[config.mk]
export PLATFORM = sky130hd
export DESIGN_NAME = uart_rx_fifo_flat
export DESIGN_NICKNAME = d
export VERILOG_FILES = /design/src/rtl/uart_rx_fifo_if.sv /design/src/rtl/uart_rx_fifo.sv /design/src/flat_wrapper.sv
export SDC_FILE = /design/constraint.sdc
export NUM_CORES = 1
export LEC_CHECK = 0
export BUFFER_PORTS_ARGS = -buffer_cell sky130_fd_sc_hd__buf_2
export CAP_MARGIN = 30
export CORE_MARGIN = 1.5
export CORE_UTILIZATION = 65
export CTS_BUF_LIST = sky130_fd_sc_hd__clkbuf_8
export DETAILED_ROUTE_END_ITERATION = 10
export HOLD_SLACK_MARGIN = 0.15
export PLACE_DENSITY = 0.92
export SETUP_SLACK_MARGIN = 0.05
export SYNTH_ARGS = -nofsm -noshare
export SYNTH_HDL_FRONTEND = slang
export SYNTH_SLANG_ARGS = --single-unit
[constraint.sdc]
create_clock -name clk_i -period 4.15 [get_ports clk_i]
set_input_delay 0.83 -clock clk_i [delete_from_list [all_inputs] [get_ports clk_i]]
set_output_delay 0.83 -clock clk_i [all_outputs]
set_load 0.1 [all_outputs]
[src/rtl/uart_rx_fifo_if.sv]
// Consumer-side interface of the UART receiver: FIFO read port, status and error flags.
// The receiver uses the slave modport; the polling consumer uses master.
interface uart_rx_fifo_if #(
  parameter int unsigned DATA_BITS  = 8,
  parameter int unsigned FIFO_DEPTH = 16
);
  localparam int unsigned CntW = $clog2(FIFO_DEPTH) + 1;

  logic                 rd_en;
  logic                 clear_err;
  logic [DATA_BITS-1:0] rd_data;
  logic                 rd_perr;
  logic                 rd_valid;
  logic [CntW-1:0]      fifo_count;
  logic                 cts;
  logic                 frame_err;
  logic                 overflow;

  modport slave (
    input  rd_en, clear_err,
    output rd_data, rd_perr, rd_valid, fifo_count, cts, frame_err, overflow
  );

  modport master (
    output rd_en, clear_err,
    input  rd_data, rd_perr, rd_valid, fifo_count, cts, frame_err, overflow
  );
endinterface

[src/rtl/uart_rx_fifo.sv]
// Parametrised UART receiver (data width, parity, stop bits) feeding a show-ahead FIFO
// with sticky overflow and registered CTS flow control.
module uart_rx_fifo #(
  parameter int unsigned CLKS_PER_BIT = 434,
  parameter int unsigned DATA_BITS    = 8,
  parameter int unsigned PARITY_MODE  = 0,
  parameter int unsigned STOP_BITS    = 1,
  parameter int unsigned FIFO_DEPTH   = 16,
  parameter int unsigned CTS_THRESH   = 12
) (
  input  logic          clk_i,
  input  logic          rst_ni,
  input  logic          serial_i,
  uart_rx_fifo_if.slave rd_if
);
  localparam int unsigned AW   = $clog2(FIFO_DEPTH);
  localparam int unsigned CntW = AW + 1;
  localparam int unsigned TW   = $clog2(CLKS_PER_BIT);

  typedef logic [TW-1:0] tick_t;
  localparam tick_t HalfBit = tick_t'(CLKS_PER_BIT / 2 - 1);
  localparam tick_t FullBit = tick_t'(CLKS_PER_BIT - 1);

  typedef enum logic [2:0] {StIdle, StStart, StData, StParity, StStop, StWaitHigh} state_e;

  logic sync1_q, rx_q, rx_prev_q;

  state_e               state_q, state_d;
  tick_t                tick_q, tick_d;
  logic [3:0]           bit_q, bit_d;
  logic [DATA_BITS-1:0] data_q, data_d;
  logic                 perr_q, perr_d;
  logic                 stop_bad_q, stop_bad_d;
  logic                 push_q, push_d;
  logic                 frame_err_q, frame_err_d;
  logic                 stop_bad;

  logic [DATA_BITS:0]   mem_q [FIFO_DEPTH];
  logic [AW-1:0]        wr_ptr_q, rd_ptr_q;
  logic [CntW-1:0]      count_q, count_d;
  logic                 overflow_q, overflow_d;
  logic                 cts_q;
  logic                 full, empty, pop, wr, drop;
  logic [DATA_BITS:0]   head;

  // Synchroniser resets to the idle (high) line level so reset never looks like a start bit.
  always_ff @(posedge clk_i or negedge rst_ni) begin
    if (!rst_ni) begin
      sync1_q   <= 1'b1;
      rx_q      <= 1'b1;
      rx_prev_q <= 1'b1;
    end else begin
      sync1_q   <= serial_i;
      rx_q      <= sync1_q;
      rx_prev_q <= rx_q;
    end
  end

  always_ff @(posedge clk_i or negedge rst_ni) begin
    if (!rst_ni) begin
      state_q     <= StIdle;
      tick_q      <= '0;
      bit_q       <= '0;
      data_q      <= '0;
      perr_q      <= 1'b0;
      stop_bad_q  <= 1'b0;
      push_q      <= 1'b0;
      frame_err_q <= 1'b0;
    end else begin
      state_q     <= state_d;
      tick_q      <= tick_d;
      bit_q       <= bit_d;
      data_q      <= data_d;
      perr_q      <= perr_d;
      stop_bad_q  <= stop_bad_d;
      push_q      <= push_d;
      frame_err_q <= frame_err_d;
    end
  end

  always_comb begin
    state_d     = state_q;
    tick_d      = tick_q;
    bit_d       = bit_q;
    data_d      = data_q;
    perr_d      = perr_q;
    stop_bad_d  = stop_bad_q;
    push_d      = 1'b0;
    frame_err_d = 1'b0;
    stop_bad    = stop_bad_q | ~rx_q;
    unique case (state_q)
      StIdle: begin
        if (!rx_q && rx_prev_q) begin
          state_d = StStart;
          tick_d  = HalfBit;
        end
      end
      StStart: begin
        if (tick_q == '0) begin
          if (rx_q) begin
            state_d = StIdle;
          end else begin
            state_d    = StData;
            tick_d     = FullBit;
            bit_d      = '0;
            perr_d     = 1'b0;
            stop_bad_d = 1'b0;
          end
        end else begin
          tick_d = tick_q - 1'b1;
        end
      end
      StData: begin
        if (tick_q == '0) begin
          tick_d = FullBit;
          data_d = {rx_q, data_q[DATA_BITS-1:1]};
          if (bit_q == 4'(DATA_BITS - 1)) begin
            bit_d   = '0;
            state_d = (PARITY_MODE != 0) ? StParity : StStop;
          end else begin
            bit_d = bit_q + 4'd1;
          end
        end else begin
          tick_d = tick_q - 1'b1;
        end
      end
      StParity: begin
        if (tick_q == '0) begin
          tick_d  = FullBit;
          perr_d  = ((^data_q) ^ rx_q) != (PARITY_MODE == 2);
          state_d = StStop;
        end else begin
          tick_d = tick_q - 1'b1;
        end
      end
      StStop: begin
        if (tick_q == '0) begin
          tick_d     = FullBit;
          stop_bad_d = stop_bad;
          if (bit_q == 4'(STOP_BITS - 1)) begin
            if (stop_bad) begin
              frame_err_d = 1'b1;
              state_d     = StWaitHigh;
            end else begin
              push_d  = 1'b1;
              state_d = StIdle;
            end
          end else begin
            bit_d = bit_q + 4'd1;
          end
        end else begin
          tick_d = tick_q - 1'b1;
        end
      end
      // A break holds the line low; re-arm only once it has returned high.
      StWaitHigh: begin
        if (rx_q) state_d = StIdle;
      end
      default: state_d = StIdle;
    endcase
  end

  assign full  = (count_q == CntW'(FIFO_DEPTH));
  assign empty = (count_q == '0);
  assign pop   = rd_if.rd_en & ~empty;
  assign wr    = push_q & (~full | pop);
  assign drop  = push_q & full & ~pop;

  always_comb begin
    count_d = count_q;
    unique case ({wr, pop})
      2'b10:   count_d = count_q + 1'b1;
      2'b01:   count_d = count_q - 1'b1;
      default: count_d = count_q;
    endcase
    if (drop) begin
      overflow_d = 1'b1;
    end else if (rd_if.clear_err) begin
      overflow_d = 1'b0;
    end else begin
      overflow_d = overflow_q;
    end
  end

  always_ff @(posedge clk_i) begin
    if (wr) mem_q[wr_ptr_q] <= {perr_q, data_q};
  end

  always_ff @(posedge clk_i or negedge rst_ni) begin
    if (!rst_ni) begin
      wr_ptr_q   <= '0;
      rd_ptr_q   <= '0;
      count_q    <= '0;
      overflow_q <= 1'b0;
      cts_q      <= 1'b1;
    end else begin
      if (wr)  wr_ptr_q <= wr_ptr_q + 1'b1;
      if (pop) rd_ptr_q <= rd_ptr_q + 1'b1;
      count_q    <= count_d;
      overflow_q <= overflow_d;
      cts_q      <= (count_q < CntW'(CTS_THRESH));
    end
  end

  // Head is gated so the outputs read zero while empty, including straight after reset.
  assign head             = mem_q[rd_ptr_q];
  assign rd_if.rd_valid   = ~empty;
  assign rd_if.rd_data    = empty ? '0 : head[DATA_BITS-1:0];
  assign rd_if.rd_perr    = empty ? 1'b0 : head[DATA_BITS];
  assign rd_if.fifo_count = count_q;
  assign rd_if.cts        = cts_q;
  assign rd_if.frame_err  = frame_err_q;
  assign rd_if.overflow   = overflow_q;
endmodule

[src/flat_wrapper.sv]
// flat-port wrapper written by rule: the top's interface ports become plain ports
module uart_rx_fifo_flat 
#(
  parameter int unsigned CLKS_PER_BIT = 434,
  parameter int unsigned DATA_BITS    = 8,
  parameter int unsigned PARITY_MODE  = 0,
  parameter int unsigned STOP_BITS    = 1,
  parameter int unsigned FIFO_DEPTH   = 16,
  parameter int unsigned CTS_THRESH   = 12
)
  (clk_i, rst_ni, serial_i, rd_if_rd_en, rd_if_clear_err, rd_if_rd_data, rd_if_rd_perr, rd_if_rd_valid, rd_if_fifo_count, rd_if_cts, rd_if_frame_err, rd_if_overflow);
  uart_rx_fifo_if #(.DATA_BITS(DATA_BITS), .FIFO_DEPTH(FIFO_DEPTH)) rd_if_i ();
  input  logic clk_i;
  input  logic rst_ni;
  input  logic serial_i;
  input wire logic [$bits(rd_if_i.rd_en)-1:0] rd_if_rd_en;
  input wire logic [$bits(rd_if_i.clear_err)-1:0] rd_if_clear_err;
  output wire logic [$bits(rd_if_i.rd_data)-1:0] rd_if_rd_data;
  output wire logic [$bits(rd_if_i.rd_perr)-1:0] rd_if_rd_perr;
  output wire logic [$bits(rd_if_i.rd_valid)-1:0] rd_if_rd_valid;
  output wire logic [$bits(rd_if_i.fifo_count)-1:0] rd_if_fifo_count;
  output wire logic [$bits(rd_if_i.cts)-1:0] rd_if_cts;
  output wire logic [$bits(rd_if_i.frame_err)-1:0] rd_if_frame_err;
  output wire logic [$bits(rd_if_i.overflow)-1:0] rd_if_overflow;
  assign rd_if_i.rd_en = rd_if_rd_en;
  assign rd_if_i.clear_err = rd_if_clear_err;
  assign rd_if_rd_data = rd_if_i.rd_data;
  assign rd_if_rd_perr = rd_if_i.rd_perr;
  assign rd_if_rd_valid = rd_if_i.rd_valid;
  assign rd_if_fifo_count = rd_if_i.fifo_count;
  assign rd_if_cts = rd_if_i.cts;
  assign rd_if_frame_err = rd_if_i.frame_err;
  assign rd_if_overflow = rd_if_i.overflow;
  uart_rx_fifo #(.CLKS_PER_BIT(CLKS_PER_BIT), .DATA_BITS(DATA_BITS), .PARITY_MODE(PARITY_MODE), .STOP_BITS(STOP_BITS), .FIFO_DEPTH(FIFO_DEPTH), .CTS_THRESH(CTS_THRESH)) u_core (.clk_i(clk_i), .rst_ni(rst_ni), .serial_i(serial_i), .rd_if(rd_if_i));
endmodule
==> results.yml, run 1 <==
routing:
  drt_iter0_drc: 418
  wirelength_mm: 15.8
  wl_per_cell_um: 22.8
  avgViaCountPerCell: 6.44
  dr.pass1.iters: 5
  drc_errors: 0
  drtAntennaViolNets: 0
  via_count: 4471
run:
  cap_violations: 0
global_route:
  grtUsageTotal_pct: 26.2
  grt_pass1_vias: 4474
  grt_overflow: 0
  grt_pass1_wl_mm: 24.5
  grt_start_max_net_pins: 39
  antenna_found_initial: 0
clocking:
  numCtsBuffers: 17
  postCtsHoldBufs: 0
  clockRootBuffer: "clkbuf_8"
  htreeDepth: 4
  cts_tree: "done"
  post_cts_resize_count: 0
  clock-sinks: 190
  clkLatencyLatePin_ps: 460
  clk_pin_slew_ps: 90
  clk_path_buf_depth: 2
  postCtsSetupRepairBufs: 0
sta:
  finalSetupViolations: 0
  slew_viol_final: 0
  tightestPinTransition_ps: 930
  fmax_mhz: 278
  rsz0062_at_grt: "false"
  min_period_over_period_pct: 86.5
  hold_slack_ps: 220
  period_needed_ps: 3590
  max_slew_margin_pct: 37.5
  hold_viol_final: 0
  clock_skew_ps: 14.0
  tns_ps: 0
logic_synthesis:
  yosys-top-cells-area: "edfxtp_1 54%, dfrtp_1 13%, mux4_2 10%, a22oi_1 1.8%, xnor2_1 1.5%"
  synth_seq_area_share_pct: 68.1
  avgSynthCellArea_um2: 16.3
  yosysTopAreaCellShare_pct: 53.8
  syn_area_um2: 8040
  synth_top_cell_by_area: "edfxtp_1"
  synthArstFlopShare_pct: 24.2
  ys_ff_latch: 190
  syn_inst: 493
  synth_edf_count: 144
  ys_warn_count: 0
  syn_nets: 507
  ys.flop_type: "edfxtp_1"
  synth.distinct_cells: 58
placed_design:
  port_buffers: 22
  dp_cells: 663
  hpwl_mm: 10.3
  routabilityCongestion: 0.838
cells_and_area:
  fin_util_pct: 71.9
  syn2layout_area_growth_pct: 7.78
  nFillCells: 717
  drive_above_1_share_pct: 21.1
  instances_no_fill: 694
  finish.net_count: 528
  n_antenna_cell: 0
floorplanning:
  initial_core_util_pct: 66.7
  num_rows: 40
  die_w_um: 114
  io_pins: 23
  die_area_um2: 13000
  die_y_um: 114
  core_um2: 12100
pwr:
  pwr-share-clk_pct: 21.2
  leakage_uw: 0.00307
  p_sw_uw: 2080
  p_comb_share_pct: 33.8
  p_int_uw: 3180
  p_total_uw: 5260
  seq_power_share_pct: 44.9
  ir_drop_mv: 0.641
  sw_frac_of_total_pct: 39.5
  p_per_area_nw_per_um2: 607
setup_path:
  crit_type: "flop to primary output"
  worstPathRequired_ps: 3320
  timing.rr.end: "u_core.rd_if.fifo_count[4]"
  cp-end-kind: "primary output"
  r2r_cells: 11
  r2r_setup_slack_ps: 1130
  crit_fanout: 21
  cp.arrival_ps: 2760
  setup.worst_path.start_class: "flop"
  worstReg2RegStart: "u_core.rd_if.fifo_count[1]"
min_path:
  holdCritPathClass: "primary input to asynchronous set/reset pin"
status:
  status: "finished clean"
## cells in the mapped netlist (2+ instances only)
cell / count
a21oi_1: 18
buf_6: 3
buf_1: 2
a22oi_1: 19
clkbuf_1: 17
dfstp_2: 4
o2bb2ai_1: 2
mux2i_1: 2
nand2_1: 20
nor3b_1: 2
o21a_1: 2
buf_2: 2
o22ai_1: 3
xnor2_1: 14
a31oi_1: 4
o211ai_1: 2
inv_1: 15
nand4_1: 4
nor2_1: 12
dfrtp_1: 42
o21ai_1: 5
nor3_1: 6
o21ai_0: 12
ha_1: 9
nor2b_1: 9
nand2b_1: 5
nor4_1: 6
edfxtp_1: 144
mux2_2: 10
and2_1: 18
o21bai_1: 2
o31ai_1: 7
mux4_2: 36
nand3_1: 6
xor2_1: 6
## sequential cells by signal, indices dropped and copies added (netlist names), 3 cells and up
signal and cells:
u_core.rd_if.fifo_count 5, u_core.rd_ptr_q 4, u_core.bit_q 4, u_core.state_q 3, u_core.wr_ptr_q 4, u_core.data_q 8
u_core.mem_q 144, u_core.tick_q 9
## metal layers
layer	global-route usage (%)	up-vias	share of wire, %
li1	-	1960	-
met1	33.8	2271	40
met2	42.8	202	51
met3	6.67	38	6.1
met4	11.6	0	2.9
met5	0	-	0
## kinds of logic (layout without fill, tap and decap cells)
kind of cell,count (synthesis),after routing,synth area share [%]
multiplexers,48,48,11.7
buffers and inverters,39,72,2.13
AO/OA/AOI/OAI,88,88,7.39
AND/OR/NAND/NOR,99,99,7.03
adder cells (fa/ha/maj),9,9,1.40
XOR/XNOR,20,20,2.18
flip-flops,190,190,68.1
## placed cells by master (no fill, tap or decap), types with 3 or more instances in the layout
cell type   instances
a22oi_1            19
nor3_1              6
xnor2_1            14
a21oi_1            18
mux4_2             36
dfstp_2             4
o21ai_0            12
nand2_1            20
inv_1              17
o22ai_1             3
clkinvlp_4          5
nor2b_1             9
mux2_2             10
nor2_1             12
nand3_1             6
ha_1                9
o21ai_1             5
edfxtp_1          144
dfrtp_1            41
and2_1             18
nand2b_1            5
o31ai_1             7
xor2_1              6
buf_2              22
nand4_1             4
clkinv_1            3
nor4_1              6
clkbuf_8           17
a31oi_1             4
## per-stage QoR
stage          worst slack (ps)  instance area [um2]
4_1_cts                     506                 8670
3_5_place_dp               1000                 8300
3_3_place_gp               1090                 8280
2_1_floorplan               138                 8040
6_report                    559                 8670
5_1_grt                     399                 8670
## worst max-delay path, cell delays in order, from the launching register on
cell and delay (ps):
dfrtp_2 780, buf_12 280, mux4_2 530, a22oi_1 240, a21oi_1 140, buf_2 310
## layout make-up
type                       instances  area, um2  share of cell area (%)
sequential                       190       5480                    63.2
clock buffer                      17        234                    2.70
timing repair buffer              26        165                    1.91
clock inverter                    14        130                    1.50
inverter                          15       56.3                   0.650
tap                              168        210                    2.42
multi-input combinational        264       2390                    27.6
## power by group through the flow
stage	Sequential, uW	Clock [uW]	Combinational (uW)
floorplan	2490	0	1350
global placement	2390	0	1730
detailed placement	2400	0	1780
CTS	2360	1130	1780
global route	2380	1200	1880
finish	2360	1120	1780
## how the worst max path moves through the flow
stage / start / end / slack [ps] / cells past startpoint
detailed placement: u_core.rd_ptr_q[0] / rd_if_rd_data[6] / 1000 / 5
floorplan: u_core.rd_if.fifo_count[1] / rd_if_rd_data[0] / 140 / 5
global placement: u_core.rd_ptr_q[0] / rd_if_rd_data[6] / 1090 / 5
global route: u_core.rd_ptr_q[0] / rd_if_rd_data[4] / 400 / 5
finish: u_core.rd_ptr_q[0] / rd_if_rd_data[6] / 560 / 5
CTS: u_core.rd_ptr_q[0] / rd_if_rd_data[6] / 510 / 5
(Power assumes the default switching activity.)
==> run 2, diff against run 1 <==
--- a/config.mk
+++ b/config.mk
@@ -14,6 +14,7 @@
 export HOLD_SLACK_MARGIN = 0.15
 export PLACE_DENSITY = 0.92
 export SETUP_SLACK_MARGIN = 0.05
+export SKIP_CTS_REPAIR_TIMING = 1
 export SYNTH_ARGS = -nofsm -noshare
 export SYNTH_HDL_FRONTEND = slang
 export SYNTH_SLANG_ARGS = --single-unit
==> constraint.sdc (replaced) <==
create_clock -name clk_i -period 4.15 [get_ports clk_i]
set_input_delay 0.415 -clock clk_i [delete_from_list [all_inputs] [get_ports clk_i]]
set_output_delay 0.415 -clock clk_i [all_outputs]
set_load 0.1 [all_outputs]
==> run 2 against run 1 <==
Effect of this change:
- first-iteration DRC count increased by 3.6%
- sequential share of layout area decreased by 0.21 points
- clock skew fell by 3.3 ps
- register-to-register slack improved by 210 ps
- routed wire length grew 2.7%
==> results.yml, run 2 (synthesis gave the netlist of run 1 again) <==
pwr:
  p_per_area_nw_per_um2: 603
  ir_drop_mv: 0.594
  leakage_uw: 0.00308
cells_and_area:
  largest_register: "u_core.mem_q"
  n_antenna_cell: 0
  instances_no_fill: 699
  finish.net_count: 532
  syn2layout_area_growth_pct: 8.14
  reg_top3: "u_core.mem_q x144, u_core.tick_q x9, u_core.data_q x8"
  largest_reg_flops: 144
  layout_common_cells: "144 x edfxtp_1, 41 x dfrtp_1, 36 x mux4_2, 22 x buf_2, 20 x nand2_1"
  fin_util_pct: 72.1
  drive_above_1_share_pct: 22.0
  nFillCells: 707
  final_common_cell: "edfxtp_1"
placed_design:
  routabilityCongestion: 0.845
  dp_cells: 663
  dpl_worst_slack_ps: 1280
  port_buffers: 22
  hpwl_mm: 10.6
routing:
  wirelength_mm: 16.2
  via_count: 4511
  avgViaCountPerCell: 6.45
  drtAntennaViolNets: 0
  wl_per_cell_um: 23.2
  drt_iter0_drc: 433
  drc_errors: 0
  dr.pass1.iters: 5
sta:
  rsz0062_at_grt: "false"
  finalWorstSetupSlack_ps: 813
  hold_viol_final: 0
  fmax_mhz: 300
  tns_ps: 0
  period_needed_ps: 3340
  max_slew_margin_pct: 36.6
  tightestPinTransition_ps: 943
  min_period_over_period_pct: 80.4
  finalSetupViolations: 0
  slew_viol_final: 0
  clock_skew_ps: 10.7
  hold_slack_ps: 312
floorplanning:
  die_w_um: 114
  initial_core_util_pct: 66.7
  die_area_um2: 13000
  die_y_um: 114
  core_um2: 12100
  io_pins: 23
  num_rows: 40
status:
  status: "finished clean"
global_route:
  grtUsageTotal_pct: 27.2
  grt_pass1_wl_mm: 25.3
  grt_overflow: 0
  antenna_found_initial: 0
  grt_start_max_net_pins: 47
  grt_pass1_vias: 4515
setup_path:
  path_delay_family: "flip-flops"
  r2r_cells: 10
  crit_chain: "buf_4 -> mux4_2 -> a22oi_1 -> a21oi_1 -> buf_2"
  startpoint: "u_core.rd_ptr_q[0]"
  setup.worst_path.start_class: "flop"
  cp.arrival_ps: 2920
  crit_fanout: 27
  worstReg2RegStart: "u_core.rd_if.fifo_count[1]"
  worstPathRequired_ps: 3730
  crit_slowest_cell: "dfrtp_2"
  cp-end-kind: "primary output"
  r2r_setup_slack_ps: 1340
  timing.rr.end: "u_core.rd_if.fifo_count[4]"
  max_stage_delay_ps: 940
  critPathBufInv: 2
  crit_type: "flop to primary output"
clocking:
  clockRootBuffer: "clkbuf_8"
  htreeDepth: 4
  numCtsBuffers: 17
  clk_pin_slew_ps: 100
  clock-sinks: 190
  clk_path_buf_depth: 2
  cts_tree: "done"
  clkLatencyLatePin_ps: 470
run:
  cap_violations: 0
min_path:
  hold_path_depth: 2
  holdCritPathClass: "primary input to flop"
  hold_start: "rd_if_rd_en"
  whs_endpoint: "u_core.rd_if.overflow"
run 2: changes by cell type in the layout (fill, tap and decap cells not counted):
| cell | before | now |
|---|---|---|
| buf_12 | 2 | 1 |
| inv_6 | 0 | 3 |
| bufinv_16 | 2 | 0 |
| inv_8 | 0 | 2 |
| clkinv_1 | 3 | 0 |
| dlygate4sd3_1 | 0 | 3 |
| clkinvlp_4 | 5 | 4 |
| clkinv_2 | 1 | 0 |
| clkinv_8 | 0 | 1 |
| buf_4 | 2 | 4 |
| inv_1 | 17 | 16 |
| clkinv_4 | 1 | 4 |
run 2: stage by stage:
step	area, um2	power (uW)
after CTS	8650	5250
after global placement	8280	4110
after global routing	8700	5440
after detailed placement	8280	4170
final	8700	5250
after floorplan	8040	3830
run 2: worst max path at each step:
| stage | endpoint | slack (ps) | depth (start not counted) |
|---|---|---|---|
| floorplan | u_core.rd_if.fifo_count[4] | 460 | 11 |
| detailed placement | rd_if_rd_data[3] | 1280 | 5 |
| finish | rd_if_rd_data[4] | 810 | 5 |
| global route | rd_if_rd_data[3] | 580 | 5 |
| global placement | rd_if_rd_data[3] | 1280 | 5 |
| CTS | rd_if_rd_data[3] | 750 | 5 |
run 2: area by class of cell:
cell class	instances	area, um2	share of cell area, %
flip-flops and latches	190	5480	63.0
multi-input cells	264	2390	27.5
clock buffers	17	234	2.69
well taps	168	210	2.42
repair buffers	30	190	2.19
clock inverters	15	134	1.54
inverters	15	56.3	0.647
run 2: metal layers:
layer  wire length [um]  global-route usage [%]
met5                  0                       0
met4                352                    10.0
met3               1260                    6.93
met2               8240                    43.6
met1               6370                    36.7
run 2: report_power, final:
part | internal [uW] | total, uW | switching [uW]
clock | 432 | 1100 | 672
sequential | 2130 | 2370 | 240
combinational | 527 | 1770 | 1240
==> run 3, diff against run 2 <==
--- a/config.mk
+++ b/config.mk
@@ -5,14 +5,15 @@
 export SDC_FILE = /design/constraint.sdc
 export NUM_CORES = 1
 export LEC_CHECK = 0
+export ABC_AREA = 1
 export BUFFER_PORTS_ARGS = -buffer_cell sky130_fd_sc_hd__buf_2
 export CAP_MARGIN = 30
 export CORE_MARGIN = 1.5
-export CORE_UTILIZATION = 65
+export CORE_UTILIZATION = 64
 export CTS_BUF_LIST = sky130_fd_sc_hd__clkbuf_8
 export DETAILED_ROUTE_END_ITERATION = 10
 export HOLD_SLACK_MARGIN = 0.15
-export PLACE_DENSITY = 0.92
+export PLACE_DENSITY = 0.91
 export SETUP_SLACK_MARGIN = 0.05
 export SKIP_CTS_REPAIR_TIMING = 1
 export SYNTH_ARGS = -nofsm -noshare
==> constraint.sdc (replaced) <==
create_clock -name clk_i -period 3.41 [get_ports clk_i]
set_input_delay 0.341 -clock clk_i [delete_from_list [all_inputs] [get_ports clk_i]]
set_output_delay 0.341 -clock clk_i [all_outputs]
set_load 0.1 [all_outputs]
==> run 3 against run 2 <==
Effect of this change:
- non-clock buffer count is 3 higher
- setup slack worse by 650 ps
- routed wire length is 10% higher
- synthesized cell count is 42% higher
- critical endpoint unchanged
- register-to-register slack worse by 220 ps
- combinational power is 94% higher
- critical path depth is 1 higher
- critical path type unchanged
- highest routed layer unchanged
- core utilization is 1.1 points lower
- clock power is 37% higher
- first-iteration DRC count is 110% higher
- area after synthesis is 1.4% higher
- design area is 2.1% higher
==> results.yml, run 3 <==
setup_path:
  critPathBufInv: 3
  cp.arrival_ps: 2910
  worstPathRequired_ps: 3070
  crit_slowest_cell: "dfrtp_1"
  setup.worst_path.start_class: "flop"
  cp-end-kind: "primary output"
  crit_fanout: 20
  crit_chain: "clkinv_1 -> buf_4 -> o221ai_1 -> nand3_1 -> a21oi_1 -> buf_2"
  r2r_cells: 6
  path_delay_family: "buffers and inverters"
  max_stage_delay_ps: 830
  crit_cells: 6
  crit_type: "flop to primary output"
clocking:
  numCtsBuffers: 17
  clkLatencyLatePin_ps: 470
  htreeDepth: 4
  clockRootBuffer: "clkbuf_8"
  clk_pin_slew_ps: 90
  cts_tree: "done"
  clk_path_buf_depth: 2
  clock-sinks: 190
logic_synthesis:
  synth_seq_area_share_pct: 67.2
  yosys-top-cells-area: "edfxtp_1 53%, dfrtp_1 13%, nor2_1 5.7%, o21ai_0 5.3%, o221ai_1 3.0%"
  syn_area_um2: 8150
  synth.most_common_cell: "edfxtp_1"
  ys_warn_count: 0
  synth_top_cell_by_area: "edfxtp_1"
  avgSynthCellArea_um2: 11.6
  synth_common_cells: "144 x edfxtp_1, 123 x nor2_1, 87 x o21ai_0"
  ys_ff_latch: 190
  synth.distinct_cells: 44
  synthArstFlopShare_pct: 24.2
  synth_edf_count: 144
  syn_nets: 716
  yosysTopAreaCellShare_pct: 53.0
  syn_inst: 702
  ys.flop_type: "edfxtp_1"
cells_and_area:
  instances_no_fill: 911
  largest_reg_flops: 144
  syn2layout_area_growth_pct: 8.95
  largest_register: "u_core.mem_q"
  fin_util_pct: 71.0
  n_antenna_cell: 0
  final_common_cell: "edfxtp_1"
  reg_top3: "u_core.mem_q x144, u_core.tick_q x9, u_core.data_q x8"
  nFillCells: 801
  layout_common_cells: "144 x edfxtp_1, 123 x nor2_1, 87 x o21ai_0, 57 x nand2_1, 41 x dfrtp_1"
  drive_above_1_share_pct: 13.7
  finish.net_count: 740
  seq_area_um2: 5480
  multi_input_area_um2: 2350
sta:
  fmax_mhz: 308
  slew_viol_final: 0
  tightestPinTransition_ps: 957
  finalSetupViolations: 0
  hold_viol_final: 0
  rsz0062_at_grt: "false"
  max_slew_margin_pct: 35.9
  min_period_over_period_pct: 95.3
  hold_slack_ps: 240
  period_needed_ps: 3250
  clock_skew_ps: 18.5
pwr:
  seq_power_share_pct: 36.7
  p_per_area_nw_per_um2: 879
  leakage_uw: 0.00346
  pwr-share-clk_pct: 19.3
  ir_drop_mv: 0.754
  p_sw_uw: 3610
  sw_frac_of_total_pct: 46.3
  p_comb_share_pct: 44.0
  p_int_uw: 4200
min_path:
  hold_path_depth: 3
  holdCritPathClass: "primary input to flop"
run:
  cap_violations: 0
routing:
  avgViaCountPerCell: 6.19
  wirelength_mm: 17.8
  wl_per_cell_um: 19.6
  drtAntennaViolNets: 0
  drc_errors: 0
  dr.pass1.iters: 6
  via_count: 5643
  drt_iter0_drc: 894
floorplanning:
  initial_core_util_pct: 65.1
  die_w_um: 116
  core_um2: 12500
  die_area_um2: 13400
  die_y_um: 116
  num_rows: 41
  io_pins: 23
status:
  status: "finished clean"
global_route:
  grt_pass1_vias: 5311
  grt_overflow: 0
  grtUsageTotal_pct: 28.0
  antenna_found_initial: 0
  grt_pass1_wl_mm: 27.5
  grt_start_max_net_pins: 46
placed_design:
  routabilityCongestion: 0.913
  dp_cells: 876
  port_buffers: 22
  hpwl_mm: 11.7
==> run 3: changes by cell type in the layout (fill, tap and decap cells not counted), moves of 20 or more <==
cell	before	now
nor2_1	12	123
mux4_2	36	0
nand3_1	6	26
inv_1	16	40
nand2_1	20	57
o221ai_1	0	28
o21ai_0	12	87
==> run 3: final cells by class <==
type,count,share of cell area (%)
Clock buffer,19,2.94
Clock inverter,13,1.65
Inverter,49,2.15
Multi-Input combinational cell,435,26.5
Sequential cell,190,61.7
Tap cell,172,2.42
Timing Repair Buffer,33,2.59
==> run 3: path summary, 6_finish.rpt <==
check,slack (ps),to,from
setup reg to reg,1120,u_core.mem_q[3][4],u_core.rd_if.fifo_count[2]
min in group asynchronous,280,u_core.rd_ptr_q[3],rst_ni
hold / removal,240,u_core.rd_ptr_q[0],rd_if_rd_en
max in group asynchronous,2580,u_core.sync1_q,rst_ni
setup / recovery,160,rd_if_rd_data[4],u_core.rd_ptr_q[2]
hold reg to reg,360,u_core.rx_q,u_core.sync1_q
==> run 3: kinds of logic (layout without fill, tap and decap cells) <==
family,after synthesis,after routing,share of synthesized area (%)
xor gates and xnor gates,19,19,2.04
buffers and inverters,77,114,3.91
DFF,190,190,67.2
AOI/OAI and AO/OA,167,167,12.1
adders and majority gates,9,9,1.38
muxes,1,1,0.184
and+or+nand+nor,239,239,13.2
==> run 3: worst reg2reg max path: stages, from the launching register on <==
cell     delay [ps]
dfrtp_1         520
nor2_2          110
nand2_1          90
nor3_2           60
nor2_4          210
nand2_1         210
nor2_1          730
==> run 3: power by group through the flow <==
| stage | Combinational, uW | Sequential (uW) | Clock (uW) |
|---|---|---|---|
| floorplan | 2530 | 3020 | 0 |
| global placement | 3230 | 2880 | 0 |
| detailed placement | 3350 | 2900 | 0 |
| CTS | 3380 | 2850 | 1520 |
| global route | 3670 | 2880 | 1610 |
| finish | 3440 | 2860 | 1510 |
==> run 3: stage by stage <==
step | TNS, ps | instance area [um2] | total power, uW | setup slack, ps
2_1_floorplan | -2530 | 8150 | 5550 | -281
3_3_place_gp | 0 | 8420 | 6110 | 756
3_5_place_dp | 0 | 8440 | 6250 | 715
4_1_cts | 0 | 8850 | 7750 | 225
5_1_grt | 0 | 8880 | 8160 | 64.7
6_report | 0 | 8880 | 7810 | 160
==> run 3: per-layer routing <==
metal,GRT usage (%),up-vias,share of wire (%)
met1,36.9,2659,40
li1,-,2546,-
met4,12.5,0,3.0
met3,6.85,50,9.0
met2,44.5,388,48
met5,0,-,0
